==> config.mk <==
export PLATFORM = sky130hd
export DESIGN_NAME = pool_collector
export DESIGN_NICKNAME = d
export VERILOG_FILES = /design/src/rtl/pool_collector.sv
export SDC_FILE = /design/constraint.sdc
export NUM_CORES = 1
export LEC_CHECK = 0
export CORE_UTILIZATION = 51
export CTS_CLUSTER_SIZE = 30
export DETAILED_ROUTE_END_ITERATION = 8
export PLACE_DENSITY = 0.78
export SLEW_MARGIN = 25
export SYNTH_ARGS = -nofsm -noshare
export SYNTH_HDL_FRONTEND = slang
export SYNTH_SLANG_ARGS = --single-unit
==> constraint.sdc <==
create_clock -name clk -period 3.9 [get_ports clk]
set_clock_uncertainty 0.2 [all_clocks]
set_input_delay 0.39 -clock clk [delete_from_list [all_inputs] [get_ports clk]]
set_output_delay 0.39 -clock clk [all_outputs]
set_load 0.05 [all_outputs]
==> src/rtl/pool_collector.sv <==
// Receive end of the pooler stream: stores pooled words in raster order into an
// OUT_DIM x OUT_DIM buffer, flags completion, and serves a registered read port.
module pool_collector #(
  parameter logic [8:0] M  = 9'h4,
  parameter logic [8:0] P  = 9'h2,
  parameter int         DW = 32,
  parameter int         AW = 4
) (
  input  logic          clk,
  input  logic          master_rst,
  input  logic          ce,
  input  logic          valid_in,
  input  logic [DW-1:0] data_in,
  input  logic          end_in,
  input  logic          clear,
  input  logic          rd_en,
  input  logic [AW-1:0] rd_addr,
  output logic [DW-1:0] rd_data,
  output logic          rd_valid,
  output logic [AW:0]   count,
  output logic [AW-1:0] row,
  output logic [AW-1:0] col,
  output logic          done,
  output logic          short_map,
  output logic          overflow
);

  localparam int OUT_DIM = int'(M) / int'(P);
  localparam int DEPTH   = OUT_DIM * OUT_DIM;
  localparam logic [AW:0]   CNT_DEPTH = (AW+1)'(DEPTH);
  localparam logic [AW-1:0] COL_LAST  = AW'(OUT_DIM - 1);

  typedef enum logic [1:0] {IDLE, COLLECT, DONE} state_t;

  state_t        state_q;
  logic [AW:0]   count_q, count_d;
  logic [AW-1:0] row_q, row_d;
  logic [AW-1:0] col_q, col_d;
  logic          done_q, short_q, ovf_q;
  logic [DW-1:0] rd_data_q;
  logic          rd_valid_q;
  logic          wr_en;

  logic [DW-1:0] mem_q [2**AW];

  // A word is accepted only while collecting and not full; clear and reset drop it.
  assign wr_en = ce && !master_rst && !clear && valid_in &&
                 (state_q != DONE) && (count_q < CNT_DEPTH);

  always_comb begin
    count_d = count_q + 1'b1;
    row_d   = row_q;
    col_d   = col_q + 1'b1;
    if (col_q == COL_LAST) begin
      col_d = '0;
      row_d = row_q + 1'b1;
    end
  end

  always_ff @(posedge clk) begin
    if (master_rst) begin
      state_q <= IDLE;
      count_q <= '0;
      row_q   <= '0;
      col_q   <= '0;
      done_q  <= 1'b0;
      short_q <= 1'b0;
      ovf_q   <= 1'b0;
    end else if (ce) begin
      if (clear) begin
        state_q <= IDLE;
        count_q <= '0;
        row_q   <= '0;
        col_q   <= '0;
        done_q  <= 1'b0;
        short_q <= 1'b0;
        ovf_q   <= 1'b0;
      end else begin
        case (state_q)
          IDLE, COLLECT: begin
            if (wr_en) begin
              count_q <= count_d;
              row_q   <= row_d;
              col_q   <= col_d;
              // Final write completes normally even with a coincident end_in.
              if (count_d == CNT_DEPTH) begin
                state_q <= DONE;
                done_q  <= 1'b1;
              end else if (end_in) begin
                state_q <= DONE;
                done_q  <= 1'b1;
                short_q <= 1'b1;
              end else begin
                state_q <= COLLECT;
              end
            end else if (valid_in) begin
              ovf_q <= 1'b1;
            end else if (end_in) begin
              state_q <= DONE;
              done_q  <= 1'b1;
              short_q <= 1'b1;
            end
          end
          DONE: begin
            if (valid_in) ovf_q <= 1'b1;
          end
          default: state_q <= IDLE;
        endcase
      end
    end
  end

  // Buffer has no reset; contents survive reset and clear.
  always_ff @(posedge clk) begin
    if (wr_en) mem_q[count_q[AW-1:0]] <= data_in;
  end

  // Read port ignores ce and state; nonblocking update gives read-before-write.
  always_ff @(posedge clk) begin
    if (master_rst) begin
      rd_valid_q <= 1'b0;
      rd_data_q  <= '0;
    end else begin
      rd_valid_q <= rd_en;
      if (rd_en)
        rd_data_q <= ({1'b0, rd_addr} < CNT_DEPTH) ? mem_q[rd_addr] : '0;
    end
  end

  assign rd_data   = rd_data_q;
  assign rd_valid  = rd_valid_q;
  assign count     = count_q;
  assign row       = row_q;
  assign col       = col_q;
  assign done      = done_q;
  assign short_map = short_q;
  assign overflow  = ovf_q;

endmodule

# Word level (Yosys, flattened, before mapping)
# Memory sizes are Yosys's and may differ from the RTL's.
# Cells that the tools add are included.
[classes] addsub=3 magnitude_cmp=2 n_eq_ne=11 n_mux=37 n_reduce_logical=19
[op_table] operator="$mux 32" count=1
[op_table] operator="$mux 4" count=8
[op_table] operator="$mux 1" count=17
[op_table] operator="$mux 5" count=3
[op_table] operator="$mux 2" count=6
[op_table] operator="$reduce_and 4->1" count=3
[op_table] operator="$reduce_and 3->1" count=3
[op_table] operator="$add 4x1->4 const B" count=2
[op_table] operator="$ne 4x4->1 const B" count=2
[op_table] operator="$ne 3x3->1 const B" count=2
[op_table] operator="$reduce_bool 2->1" count=3
[op_table] operator="$add 5x1->5 const B" count=1
[op_table] operator="$eq 5x3->1 const B" count=1
[op_table] operator="$logic_and 1x1->1" count=5
[op_table] operator="$lt 5x3->1 const B" count=1
[op_table] operator="$eq 4x1->1 const B" count=1
[op_table] operator="$lt 4x3->1 const B" count=1
[op_table] operator="$ne 2x2->1 const B" count=2
[op_table] operator="$pmux 2 s2" count=1
[op_table] operator="$ne 3x1->1 const B" count=1
[op_table] operator="$reduce_bool 3->1" count=1
[op_table] operator="$eq 2x1->1 const B" count=1
[op_table] operator="$eq 2x2->1 const B" count=1
[op_table] operator="$logic_not 1->1" count=2
[op_table] operator="other kinds (3)" count=3
[totals] ff_bits=51 ramBits=512 output_inout_bits=49 word_cells=82 memories=1
[mem_list] memory="mem_q" words=16 width=32 read_ports=1 rd_clocked_by_memory_dff=0 wr=1 line="44" rtl="logic [DW-1:0] mem_q [2**AW];"

# Depth between registers and ports, before layout
[logic_depth] ltp_word=9 ltp_mapped=6

# Worst setup path before layout
# OpenSTA, ideal clock, no wires.
[synth_path] kind="register to register" from="register count_q[4] (netlist: count[4])" to="memory mem_q[0][0] (enable)" setup_ns=0.392 arrival_time_ns=1.991 setup_slack_ns=1.317 path_stages_with_launch=5 n_path_buf=1 synth_period_minus_slack_ns=2.583 cell_sequence="dfxtp_1 > nor3_2 > and4_1 > buf_2 > and2_1"
[synth_between] elab_chain_len=4
[synth_rtl] item="from (decl)" line="36" rtl="logic [AW:0] count_q, count_d;"
[synth_rtl] item="from (signal assigned)" line="82" rtl="count_q <= count_d;"
[synth_rtl] item="$lt 5x3->1" line="48" rtl="(state_q != DONE) && (count_q < CNT_DEPTH);"
[synth_rtl] item="$logic_and 1x1->1" line="48"
[synth_rtl] item="$mux 1" line="115" rtl="if (wr_en) mem_q[count_q[AW-1:0]] <= data_in;"
[synth_rtl] item="$mux 1 (implied by the code)" line="115"
[synth_rtl] item="to (decl)" line="44"
# Every way passes these cells.

# Final worst setup path
[layout_path] from="input ce" to="memory mem_q[3][28] (enable)"
[layout_between] elab_chain_len=7
[layout_rtl] item="from (decl)" line="11" rtl="input logic ce,"
[layout_rtl] item="$logic_and 1x1->1 (4 in a row)" line="47" rtl="assign wr_en = ce && !master_rst && !clear && valid_in &&"
[layout_rtl] item="$logic_and 1x1->1" line="48"
[layout_rtl] item="$mux 1" line="115"
[layout_rtl] item="$mux 1 (implied by the code)" line="115"
# Every way passes these cells.

==> impl_metrics.json <==
{
  "synth_top_area_share_pct": 56.2,
  "h-tree-depth": 4,
  "cts_tree": "built",
  "ys_warn_count": 0,
  "antenna_cells": 0,
  "syn-num-nets": 483,
  "fin_nets": 575,
  "drt_wl_total_um": 12900,
  "cp-start-kind": "primary input",
  "cts_setup_buffers": 0,
  "criticalPathCategory": "in2reg",
  "clock.fmax_mhz": 366,
  "drive_gt1_share_pct": 14.5,
  "cts_hold_buffers": 0,
  "port_buffers": 91,
  "crit_cells": 4,
  "critPathRequiredTime_ps": 3740,
  "dieArea_um2": 13900,
  "routed_via_density": 5.49,
  "min_period_over_period_pct": 70.0,
  "grt_usage_pct": 19.7,
  "synthToLayoutAreaGrowth_pct": 23.8,
  "reg2reg_depth": 3,
  "min_path_type": "reg2reg",
  "routedWlPerCell_um": 18.2,
  "fin_util_pct": 65.8,
  "grt.overflow.total": 0,
  "crit_slowest_cell": "and2_2",
  "clk_latency_ps": 420,
  "clock-root-buffer": "clkbuf_16",
  "path_cells": "clkdlybuf4s50_1 -> and2_1 -> and4_1 -> and2_2",
  "leakagePower_nw": 2.81,
  "dieWidth_um": 118,
  "globalplace.congestion": 0.790,
  "peakVddDrop_v": 0.000289,
  "rows": 41,
  "dp_hpwl_um": 7920,
  "cts_made_buffers": 17,
  "grt_pass1_wl_um": 20600,
  "worstSetupEndpointType": "flop",
  "io-pin-count": 92,
  "cts_sinks": 179,
  "yosys-top-cells-area": "edfxtp_1, dfxtp_1, mux4_2",
  "max_stage_delay_ps": 800,
  "relSlewSlack_pct": 38.6,
  "drt-initial-drc-count": 244,
  "synth-seq-area-share_pct": 71.1,
  "worstMarginPinSlew_ps": 921,
  "hold_violations": 0,
  "grt_start_max_net_pins": 51,
  "slew_violations": 0,
  "drt-pass1-iter-count": 5,
  "cts_buffer_depth": 2,
  "syn_area_per_cell_um2": 15.8,
  "antenna_found_initial": 0,
  "n_fill_cell": 856,
  "ant_nets": 0,
  "ys_seq_elements": 179,
  "whs_path_depth": 2,
  "power_density_nw_per_um2": 464,
  "remaining_drc_errors": 0,
  "post-route-min-period_ps": 2730,
  "synth.distinct_cells": 41,
  "grt_pass1_vias": 3940,
  "fin_tns_setup_ps": 0,
  "synthesis.area_um2": 6840,
  "vias": 3899,
  "whs_ps": 254,
  "path_delay_family": "simple AND/OR/NAND/NOR gates",
  "path_buf_inv": 1,
  "status": "complete, no violations",
  "rsz0062_at_grt": "no",
  "initial_core_util_pct": 53.2,
  "cts_resized": 0,
  "core_area_um2": 12900,
  "crit_fanout": 33,
  "synth_top_area_cell": "edfxtp_1",
  "path_clk_slew_ps": 60,
  "die_h_um": 118,
  "setup_viol": 0,
  "cp.arrival_ps": 2570,
  "cap_violations": 0,
  "synthCells": 433,
  "rrSetupSlack_ps": 1370
}
[power by group]
group	switching, mW	internal [mW]
sequential	0.0116	2.06
clock	0.675	0.934
combinational	0.143	0.109
[tightest hold or removal path: cells and delay by family (launching register included)]
family | cells | cell delay (ps)
buffers and inverters | 1 | 50
AO/OA/AOI/OAI | 1 | 50
flip-flops | 1 | 310
[layout by cell type (no fill, tap or decap), types with 2 or more instances in the layout]
cell and count:
dfxtp_1 51, clkbuf_16 17, buf_2 3, clkinv_4 4
clkinv_2 2, a21oi_1 39, mux2i_1 4, and2_2 4
o21ai_0 5, clkinvlp_4 3, bufinv_16 2, and2_1 4
inv_1 9, o31ai_1 3, buf_4 4, o211ai_1 2
clkinv_1 4, nand2_1 10, nor2b_1 34, a211oi_1 3
nand2b_1 6, ha_1 7, or3_1 2, clkdlybuf4s50_1 88
nor2_1 40, nor4_1 2, nand3_1 5, edfxtp_1 128
o22ai_1 2, and3_1 2, mux4_2 32
[per-stage QoR]
step	power, mW	area [um^2]	setup WS (ps)	cells
after CTS	3.96	8470	1200	710
after detailed placement	2.36	7910	758	678
after floorplan	2.25	6840	1320	433
final	3.93	8470	1170	710
after global placement	2.35	7910	858	678
after global routing	4.05	8470	1040	710
[cell type report]
| cell class | count | area, um^2 | share of cell area [%] |
|---|---|---|---|
| Clock buffer | 17 | 425 | 5.02 |
| Clock inverter | 15 | 143 | 1.68 |
| Inverter | 9 | 33.8 | 0.399 |
| Multi-Input combinational cell | 223 | 1870 | 22.0 |
| Sequential cell | 179 | 4860 | 57.4 |
| Tap cell | 172 | 215 | 2.54 |
| Timing Repair Buffer | 95 | 926 | 10.9 |
[Yosys cell counts (all sizes together)]
library cell  count
nor2b            34
nand3b            1
nand3             5
or3b              1
nand4b            1
nor4              2
dfxtp            51
o22ai             2
edfxtp          128
nor2             40
or3               3
inv               9
and2              8
a21o              1
mux4             32
buf               6
or2               1
nor4b             2
a311o             1
a22oi             1
a21oi            39
o31ai             3
and4              1
and3              2
a211oi            3
o21a              1
nand2            10
o21ai             5
mux2i             4
nand4             1
o211ai            2
nor3              1
a31oi             1
clkbuf           16
nand2b            6
nor3b             1
o41ai             1
ha                7
[path summary, 6_finish.rpt]
check | end | from
worst min-delay path | overflow$_SDFFE_PP0P_ | overflow$_SDFFE_PP0P_
worst min register to register | overflow$_SDFFE_PP0P_ | overflow$_SDFFE_PP0P_
worst max-delay path | mem_q[3][28]$_DFFE_PP_ | ce
worst max register to register | mem_q[3][28]$_DFFE_PP_ | count[4]$_SDFFE_PP0P_
[kinds of logic after synthesis]
kind of cell | share of synthesized area, %
flip-flops | 71.1
AND/OR/NAND/NOR | 9.49
AO/OA/AOI/OAI | 5.25
multiplexers | 11.1
buffers and inverters | 1.79
adder cells (fa/ha/maj) | 1.28
[sequential cells by signal (all words and copies together) (netlist names)]
register	cells
rd_data	32
count	5
short_map	1
rd_valid	1
mem_q	128
overflow	1
col	4
row	4
state_q	2
done	1
[layer usage]
layer	GRT usage (%)	up-vias	part of all wire, %
li1	-	1820	-
met1	25.6	1915	45
met2	31.6	149	49
met3	5.04	15	4.8
met4	8.25	0	1.5
met5	0	-	0
Note: power is estimated with default switching activity, not from simulation.
